==> src/rtl/isqrt_rr_arbiter.sv <==
// isqrt_rr_arbiter: shares one pipelined isqrt unit among N_REQ requesters.
// Each cycle it grants at most one request, round-robin, and forwards that
// operand to the isqrt x-port. An in-order tag FIFO remembers which requester
// issued each in-flight op. Returning results are steered back to that requester.
// Optional build macro: ISQRT_ARB_PRIO0_EN gives requester 0 strict priority.
// Requesters 1..N_REQ-1 then round-robin among themselves.
module isqrt_rr_arbiter #(
  parameter int N_REQ = 4,
  parameter int DEPTH = 16
) (
  input  logic               clk,
  input  logic               rst_n,
  input  logic [N_REQ-1:0]   req_vld,
  input  logic [N_REQ*32-1:0] req_x,
  output logic [N_REQ-1:0]   req_rdy,
  output logic [N_REQ-1:0]   rsp_vld,
  output logic [15:0]        rsp_y,
  output logic               isqrt_x_vld,
  output logic [31:0]        isqrt_x,
  input  logic               isqrt_y_vld,
  input  logic [15:0]        isqrt_y,
  output logic               busy,
  output logic               err
);

  localparam int ID_W  = $clog2(N_REQ);
  localparam int CNT_W = $clog2(DEPTH + 1);
  localparam int PTR_W = (DEPTH > 1) ? $clog2(DEPTH) : 1;

  logic [ID_W-1:0]  rr_ptr;
  logic [ID_W-1:0]  tag_mem [DEPTH];
  logic [PTR_W-1:0] wr_ptr;
  logic [PTR_W-1:0] rd_ptr;
  logic [CNT_W-1:0] count;

  logic             eligible;
  logic             found;
  logic             upd_ptr;
  logic [ID_W-1:0]  winner;
  logic [ID_W-1:0]  cand;
  logic             grant;
  logic             pop;
  logic [ID_W-1:0]  head_id;

  // FIFO pointers wrap mod DEPTH, which need not be a power of two.
  function automatic logic [PTR_W-1:0] ptr_next(input logic [PTR_W-1:0] p);
    if (p == PTR_W'(DEPTH - 1)) begin
      return '0;
    end else begin
      return p + PTR_W'(1);
    end
  endfunction

  assign eligible = (count < CNT_W'(DEPTH));
  assign grant    = rst_n & eligible & found;
  assign head_id  = tag_mem[rd_ptr];
  // An empty FIFO never pops: a stray result is dropped and flagged instead.
  assign pop      = isqrt_y_vld & (count != '0);
  assign busy     = (count != '0);

  // Winner search: first valid requester after the last winner, wrapping.
  always_comb begin
    found   = 1'b0;
    upd_ptr = 1'b0;
    winner  = '0;
    cand    = '0;
`ifdef ISQRT_ARB_PRIO0_EN
    if (req_vld[0]) begin
      // Requester 0 wins outright and leaves the rotation untouched.
      found   = 1'b1;
      winner  = '0;
    end else begin
      // Bit 0 is clear here, so the rotation only ever lands on 1..N_REQ-1.
      for (int k = 1; k <= N_REQ; k++) begin
        cand = ID_W'((int'(rr_ptr) + k) % N_REQ);
        if (!found && req_vld[cand]) begin
          found   = 1'b1;
          upd_ptr = 1'b1;
          winner  = cand;
        end else begin
          found = found;
        end
      end
    end
`else
    for (int k = 1; k <= N_REQ; k++) begin
      cand = ID_W'((int'(rr_ptr) + k) % N_REQ);
      if (!found && req_vld[cand]) begin
        found   = 1'b1;
        upd_ptr = 1'b1;
        winner  = cand;
      end else begin
        found = found;
      end
    end
`endif
  end

  // One-hot grant and operand mux toward the isqrt x-port.
  always_comb begin
    req_rdy = '0;
    isqrt_x = 32'd0;
    for (int i = 0; i < N_REQ; i++) begin
      if (grant && (winner == ID_W'(i))) begin
        req_rdy[i] = 1'b1;
        isqrt_x    = req_x[32*i +: 32];
      end else begin
        req_rdy[i] = 1'b0;
      end
    end
    isqrt_x_vld = |req_rdy;
  end

  // Route the returning result to the requester at the FIFO head.
  always_comb begin
    rsp_vld = '0;
    rsp_y   = pop ? isqrt_y : 16'd0;
    for (int i = 0; i < N_REQ; i++) begin
      if (pop && (head_id == ID_W'(i))) begin
        rsp_vld[i] = 1'b1;
      end else begin
        rsp_vld[i] = 1'b0;
      end
    end
  end

  // Arbitration pointer, FIFO bookkeeping and the sticky error flag.
  always_ff @(posedge clk or negedge rst_n) begin
    if (!rst_n) begin
      rr_ptr <= ID_W'(N_REQ - 1);
      wr_ptr <= '0;
      rd_ptr <= '0;
      count  <= '0;
      err    <= 1'b0;
    end else begin
      if (grant && upd_ptr) begin
        rr_ptr <= winner;
      end
      if (grant) begin
        wr_ptr <= ptr_next(wr_ptr);
      end
      if (pop) begin
        rd_ptr <= ptr_next(rd_ptr);
      end
      case ({grant, pop})
        2'b10:   count <= count + CNT_W'(1);
        2'b01:   count <= count - CNT_W'(1);
        default: count <= count;
      endcase
      if (isqrt_y_vld && (count == '0)) begin
        err <= 1'b1;
      end
    end
  end

  // Tag storage; contents are don't-care while the FIFO is empty.
  always_ff @(posedge clk) begin
    if (grant) begin
      tag_mem[wr_ptr] <= winner;
    end
  end

endmodule
==> config.mk <==
export PLATFORM = sky130hd
export DESIGN_NAME = isqrt_rr_arbiter
export DESIGN_NICKNAME = d
export VERILOG_FILES = /design/src/rtl/isqrt_rr_arbiter.sv
export SDC_FILE = /design/constraint.sdc
export NUM_CORES = 1
export LEC_CHECK = 0
export BUFFER_PORTS_ARGS = -buffer_cell sky130_fd_sc_hd__buf_2
export CAP_MARGIN = 15
export CORE_MARGIN = 3
export CORE_UTILIZATION = 48
export DETAILED_ROUTE_END_ITERATION = 12
export GPL_TIMING_DRIVEN = 0
export PLACE_DENSITY_LB_ADDON = 0.1
export SLEW_MARGIN = 15
export SYNTH_ARGS = -nofsm -noshare
export SYNTH_HDL_FRONTEND = slang
export SYNTH_SLANG_ARGS = --single-unit
export TNS_END_PERCENT = 1
==> constraint.sdc <==
create_clock -name clk -period 6.79 [get_ports clk]
set_clock_uncertainty 0.2 [all_clocks]
set_input_delay 1.358 -clock clk [delete_from_list [all_inputs] [get_ports clk]]
set_output_delay 1.358 -clock clk [all_outputs]
set_load 0.03 [all_outputs]
==> impl_metrics.py, run 1 <==
metrics = {
    "synthesis": {
        "ys.flop_type": "edfxtp_1",
        "avgSynthCellArea_um2": 11.2,
        "syn_inst": 311,
        "synthDistinctLibCells": 46,
        "yosysWarnings": 0,
        "synth_nets": 471,
        "synth-seq-cells": 48,
        "ys_seq_area_share_pct": 39.2,
        "syn-cell-area_um2": 3480,
        "synth_edf_count": 32,
        "synthArstFlopShare_pct": 33.3,
    },
    "timing": {
        "tightestPinTransition_ns": 0.825,
        "rsz0062_at_grt": "no",
        "fin_setup_tns_ns": 0,
        "slew_viol_final": 0,
        "setup_viol": 0,
        "worst_slack_ns": 1.94,
        "finalCritPeriodShare_pct": 71.5,
        "slew-limit-headroom_pct": 45.0,
        "hold_viol": 0,
        "max_freq_ghz": 0.206,
        "post-route-min-period_ns": 4.85,
    },
    "route": {
        "wire_per_inst_um": 16.3,
        "avgViaCountPerCell": 5.30,
        "first_pass_iters": 4,
        "antenna_left": 0,
        "finalWirelength_um": 10200,
        "route.vias.total": 3308,
        "dr.first_iter.drc_count": 114,
        "drc": 0,
    },
    "floorplan": {
        "die_w_um": 91.1,
        "io_pins": 210,
        "start_util_pct": 50.3,
        "coreArea_um2": 6910,
        "die_h_um": 91.1,
        "die_area_um2": 8300,
        "rows": 30,
    },
    "pwr": {
        "swShare_pct": 44.2,
        "switching_power_w": 0.000781,
        "intPower_w": 0.000986,
        "p_seq_share_pct": 25.5,
        "p_clk_share_pct": 12.0,
        "combPwrFrac_pct": 62.5,
        "totalPowerFinal_w": 0.00177,
        "leakage_nw": 2.39,
        "irDropWorstVdd_mv": 0.234,
        "pwr_density_cell_nw_per_um2": 371,
    },
    "final_layout": {
        "multi_input_area_um2": 1910,
        "n_antenna_cell": 0,
        "areaGrowthSynthToFinish_pct": 37.0,
        "register_area_um2": 1360,
        "layoutNonFillerInstCount": 624,
        "nNetsFinal": 687,
        "fillerInstances": 575,
        "final_cell_mix": "buf_2 (215), mux2i_1 (68), o22ai_1 (32), edfxtp_1 (32), and2_1 (29)",
        "drive_above_1_share_pct": 48.3,
        "final_common_cell": "buf_2",
        "final_area_um2": 4760,
    },
    "grt": {
        "grtUsageTotal_pct": 24.1,
        "use_met2_pct": 44.0,
        "grt_max_degree": 26,
        "antenna_found_initial": 0,
        "overflow": 0,
        "grt_pass1_wl_um": 16200,
        "busiest_layer": "met2",
        "grt_use_met1_pct": 28.1,
        "grt_pass1_vias": 3364,
        "met3_usage_pct": 5.47,
    },
    "clock_tree": {
        "cts_resized": 0,
        "cts_tree": "built",
        "numCtsBuffers": 5,
        "cts_sinks": 48,
        "cts.hold.buffers_added": 0,
        "insertion_delay_ns": 0.30,
        "htreeDepth": 2,
        "postCtsSetupRepairBufs": 0,
        "clk_pin_slew_ns": 0.08,
        "cts.path.max_buffers": 2,
        "clockRootBuffer": "clkbuf_8",
    },
    "placed_design": {
        "portBuffers": 209,
        "dpl_worst_slack_ns": 1.94,
        "place.detailed.hpwl_um": 8420,
        "dp.cells": 616,
        "routabilityCongestion": 0.870,
        "dpl_cell_area_um2": 4640,
    },
    "worst_setup_path": {
        "cp_max_fo": 18,
        "critical_path_class": "primary input to output pin",
        "startpoint_type": "primary input",
        "critPathRequiredTime_ns": 5.23,
        "crit_arrival_ns": 3.30,
        "crit_path_end_kind": "output pin",
    },
    "worst_hold_path": {
        "hp-class": "flip-flop to flip-flop",
    },
    "flow_run": {
        "timing.max_cap.violations": 0,
    },
    "status": {
        "status": "completed",
    },
}
==> metal layers <==
metal,up-vias,part of all wire (%),routed length [um]
met3,17,7.3,741
met5,-,0,0
li1,1608,-,-
met1,1539,39,3910
met4,0,2.1,211
met2,144,52,5290
==> cell usage after synthesis (all sizes together) (3+ instances only) <==
library cell	n	area, um2
a211oi	3	40.0
a21oi	7	35.0
and2	29	181
and3	6	37.5
buf	19	161
clkbuf	3	11.3
dfrtp	14	350
edfxtp	32	961
ha	9	113
inv	9	33.8
mux2	4	45.0
mux2i	68	681
mux4	8	180
nand2	14	55.1
nor2	10	37.5
nor2b	4	25.0
o21ai	10	50.0
o22ai	32	200
xnor2	6	52.6
==> state kept, by name, indices dropped and copies added (netlist names) <==
register,flops
tag_mem,32
count,5
rd_ptr,4
wr_ptr,4
rr_ptr,2
err,1
==> power by group through the flow <==
| stage | Clock, W | Sequential (W) | Combinational, W |
|---|---|---|---|
| 3_5_place_dp | 0 | 0.000457 | 0.00111 |
| 2_1_floorplan | 0 | 0.000449 | 0.000841 |
| 4_1_cts | 0.000216 | 0.000452 | 0.00111 |
| 6_report | 0.000212 | 0.000452 | 0.00110 |
| 5_1_grt | 0.000231 | 0.000462 | 0.00120 |
| 3_3_place_gp | 0 | 0.000454 | 0.00108 |
==> final timing paths <==
| kind | start | depth (start not counted) | end | slack (ns) |
|---|---|---|---|---|
| min reg2reg | err | 1 | err | 0.29 |
| min | err | 1 | err | 0.29 |
| max in group asynchronous | rst_n | 1 | rr_ptr[0] | 5.30 |
| max | req_vld[1] | 8 | isqrt_x[9] | 1.94 |
| max reg2reg | count[1] | 10 | count[4] | 3.57 |
| min in group asynchronous | rst_n | 1 | count[0] | 0.78 |
==> worst max-delay path: stages <==
cell and delay, ns:
buf_2 0.12, nor2b_1 0.17, a21oi_1 0.07, o221ai_2 0.64, nand2_2 0.22, buf_2 0.24
o22ai_1 0.21, buf_2 0.25
==> cell families (layout without fill, tap and decap cells) <==
logic type	count (synthesis)	count (layout)	synth area share, %
compound gates	62	62	11.9
fa+ha+maj	9	9	3.24
flops	48	48	39.2
buf+inv	31	248	5.94
xor+xnor	8	8	2.02
simple gates	73	73	11.6
mux	80	80	26.1
==> layout make-up <==
type                    count  share of cell area (%)
clock inverters             2                   0.814
plain buffers              22                    3.62
flip-flops and latches     48                    28.6
multi-input cells         232                    40.0
inverters                   9                   0.709
well taps                  96                    2.52
repair buffers            209                    22.0
clock buffers               6                    1.73
==> through the flow <==
| stage | utilization [%] | hold slack, ns |
|---|---|---|
| finish | 69.0 | 0.291 |
| global placement | 67.2 | 0.260 |
| floorplan | - | 0.272 |
| detailed placement | 67.2 | 0.266 |
| global route | 69.0 | 0.308 |
| CTS | 69.0 | 0.291 |
Note: power is estimated with default switching activity, not from simulation.
==> inputs of run 2 (changes only) <==
--- a/config.mk
+++ b/config.mk
@@ -5,10 +5,11 @@
 export SDC_FILE = /design/constraint.sdc
 export NUM_CORES = 1
 export LEC_CHECK = 0
+export ABC_AREA = 1
 export BUFFER_PORTS_ARGS = -buffer_cell sky130_fd_sc_hd__buf_2
 export CAP_MARGIN = 15
 export CORE_MARGIN = 3
-export CORE_UTILIZATION = 48
+export CORE_UTILIZATION = 47
 export DETAILED_ROUTE_END_ITERATION = 12
 export GPL_TIMING_DRIVEN = 0
 export PLACE_DENSITY_LB_ADDON = 0.1
==> constraint.sdc (replaced) <==
create_clock -name clk -period 4.7 [get_ports clk]
set_clock_uncertainty 0.2 [all_clocks]
set_input_delay 0.94 -clock clk [delete_from_list [all_inputs] [get_ports clk]]
set_output_delay 0.94 -clock clk [all_outputs]
set_load 0.03 [all_outputs]
==> run 2 against run 1 <==
Setup slack worse by 1.3 ns. Cell count rose by 58%. Non-clock buffer count increased by 10. Utilization shrank 4.2 points. Sequential power rose by 61%. Via count is 47% higher. Area after synthesis increased by 20%. Clock power up 38%. Clock-buffer cell count decreased by 1. Combinational power grew to 2.6 times the previous value. Critical path type is now flip-flop to output pin. Largest cell class unchanged. Largest power group unchanged.
==> impl_metrics.py, run 2 <==
metrics = {
    "status": {
        "status": "completed",
    },
    "grt": {
        "grt_pass1_vias": 4613,
        "antenna_found_initial": 0,
        "overflow": 0,
        "grt_pass1_wl_um": 20000,
        "grt_max_degree": 26,
        "grtUsageTotal_pct": 24.3,
    },
    "final_layout": {
        "final_cell_mix": "buf_2 (222), nand2_1 (218), nand3_1 (111)",
        "largestRegisters": "tag_mem x32, count x5",
        "top_register": "tag_mem",
        "n_antenna_cell": 0,
        "fillerInstances": 826,
        "largest_register_ffs": 32,
        "areaGrowthSynthToFinish_pct": 30.9,
        "nNetsFinal": 1039,
        "final_common_cell": "buf_2",
        "final_area_um2": 5450,
        "drive_above_1_share_pct": 29.1,
    },
    "worst_setup_path": {
        "r2r_slack_ns": 1.43,
        "cp_max_fo": 25,
        "worstSetupStartpoint": "rr_ptr[0]",
        "crit_path_end_kind": "output pin",
        "startpoint_type": "flip-flop",
        "critPathRequiredTime_ns": 3.56,
        "r2r_cells": 19,
        "rr_endpoint": "count[4]",
        "cpPeakStageDelay_ns": 0.53,
        "critical_path_class": "flip-flop to output pin",
        "reg2reg_from": "rr_ptr[0]",
        "path_common_cell": "nand2_1",
        "crit_arrival_ns": 2.88,
        "slowest_stage": "dfstp_2",
        "crit_path_end": "isqrt_x[30]",
        "critical_path.cell_chain": "buf_4, inv_4, nand2_1, nand2_1, nand2_2, nand2_2, inv_1, nand3_1, inv_1, nand2_1, nand2_1, buf_2, nand3_1, nand2_1, nand2_1, nand2_1, buf_2",
    },
    "synthesis": {
        "avgSynthCellArea_um2": 6.28,
        "ys_seq_area_share_pct": 32.8,
        "syn-cell-area_um2": 4160,
        "yosysWarnings": 0,
        "synthAdderAreaFrac_pct": 2.70,
        "muxShareOfSynthArea_pct": 0,
        "synth-seq-cells": 48,
        "synthSimpleGateAreaFrac_pct": 42.3,
        "yosysMostFrequentCell": "nand2_1",
        "synth_nets": 823,
        "yosysTopAreaCell": "edfxtp_1",
        "synthArstFlopShare_pct": 33.3,
        "syn_inst": 663,
        "ys.flop_type": "edfxtp_1",
        "synth_top_family_by_area": "simple AND/OR/NAND/NOR gates",
        "synth_top_area_share_pct": 23.1,
        "synth_edf_count": 32,
        "synthTopCellsByCount": "nand2_1 (218), nand3_1 (111), inv_1 (105)",
        "synth_compound_area_share_pct": 6.70,
        "synthDistinctLibCells": 35,
        "synthXorXnorAreaFrac_pct": 1.26,
        "netlist_top_cells_area": "edfxtp_1 (23%), nand2_1 (20%), nand3_1 (13%), inv_1 (9.5%), dfrtp_1 (8.4%)",
    },
    "floorplan": {
        "rows": 33,
        "coreArea_um2": 8420,
        "die_area_um2": 10000,
        "die_h_um": 100,
        "start_util_pct": 49.4,
        "io_pins": 210,
        "die_w_um": 100,
    },
    "clock_tree": {
        "cts_resized": 0,
        "cts_tree": "built",
        "insertion_delay_ns": 0.29,
        "cts_sinks": 48,
        "htreeDepth": 2,
        "numCtsBuffers": 5,
        "clk_pin_slew_ns": 0.09,
        "postCtsSetupRepairBufs": 0,
        "cts.hold.buffers_added": 0,
        "clockRootBuffer": "clkbuf_8",
        "cts.path.max_buffers": 2,
    },
    "worst_hold_path": {
        "hp-class": "flip-flop to flip-flop",
        "hold_depth": 1,
    },
    "route": {
        "antenna_left": 0,
        "finalWirelength_um": 12500,
        "dr.first_iter.drc_count": 240,
        "avgViaCountPerCell": 4.95,
        "route.vias.total": 4876,
        "wire_per_inst_um": 12.7,
        "drc": 0,
        "first_pass_iters": 5,
    },
    "timing": {
        "post-route-min-period_ns": 4.02,
        "hold_viol": 0,
        "finalCritPeriodShare_pct": 85.6,
        "rsz0062_at_grt": "no",
        "worst_slack_ns": 0.675,
        "fin_setup_tns_ns": 0,
        "setup_viol": 0,
        "slew-limit-headroom_pct": 68.1,
        "slew_viol_final": 0,
        "tightestPinTransition_ns": 0.479,
        "max_freq_ghz": 0.248,
    },
    "pwr": {
        "pwr_density_cell_nw_per_um2": 718,
        "totalPowerFinal_w": 0.00391,
        "leakage_nw": 3.18,
        "irDropWorstVdd_mv": 0.386,
    },
    "placed_design": {
        "routabilityCongestion": 0.856,
        "dpl_worst_slack_ns": 0.679,
        "place.detailed.hpwl_um": 10200,
        "portBuffers": 209,
        "dpl_cell_area_um2": 5340,
    },
    "flow_run": {
        "timing.max_cap.violations": 0,
    },
}
[run 2: power breakdown]
group          leakage, nW  total, W  switching [W]  internal, W
sequential           0.477  0.000727      0.0000701     0.000657
combinational         2.65   0.00289        0.00206     0.000840
clock               0.0558  0.000293       0.000136     0.000158
total                 3.18   0.00391        0.00226      0.00165
[run 2: how the worst min path moves through the flow]
stage               slack, ns       end  startpoint
finish                   0.28       err         err
global route             0.31       err         err
CTS                      0.29       err         err
detailed placement       0.26       err         err
global placement         0.25       err         err
floorplan                0.29  count[0]    count[0]
[run 2: stage by stage]
step           hold WS [ns]  std cells  utilization, %
2_1_floorplan         0.294        663               -
3_3_place_gp          0.253        977            63.4
3_5_place_dp          0.261        977            63.4
4_1_cts               0.285        985            64.7
5_1_grt               0.307        985            64.7
6_report              0.277        985            64.7
[run 2: final cells by class]
cell class | count | area [um2] | share of cell area (%)
timing repair buffer | 209 | 1050 | 19.2
buffer | 32 | 174 | 3.19
clock buffer | 5 | 68.8 | 1.26
multi-input combinational | 472 | 2210 | 40.5
inverter | 111 | 419 | 7.69
tap | 105 | 131 | 2.41
clock inverter | 3 | 42.5 | 0.780
sequential | 48 | 1360 | 25.0
[run 2: cells by family after synthesis]
| kind of cell | count (synthesis) |
|---|---|
| buffers and inverters | 143 |
| XOR/XNOR | 6 |
| AND/OR/NAND/NOR | 410 |
| flip-flops | 48 |
| adder cells (fa/ha/maj) | 9 |
| AO/OA/AOI/OAI | 47 |
[run 2: layer usage]
layer	wire length (um)	up-vias	track usage (%)
li1	-	2514	-
met1	4800	2151	27.6
met2	6510	189	45.8
met3	930	22	4.73
met4	260	0	7.05
met5	0	-	0
[run 2: worst max-delay path, delay by kind of cell, from the launching register on]
family	cells	cell delay, ns
buffers and inverters	6	1.08
and+or+nand+nor	11	1.01
DFF	1	0.53
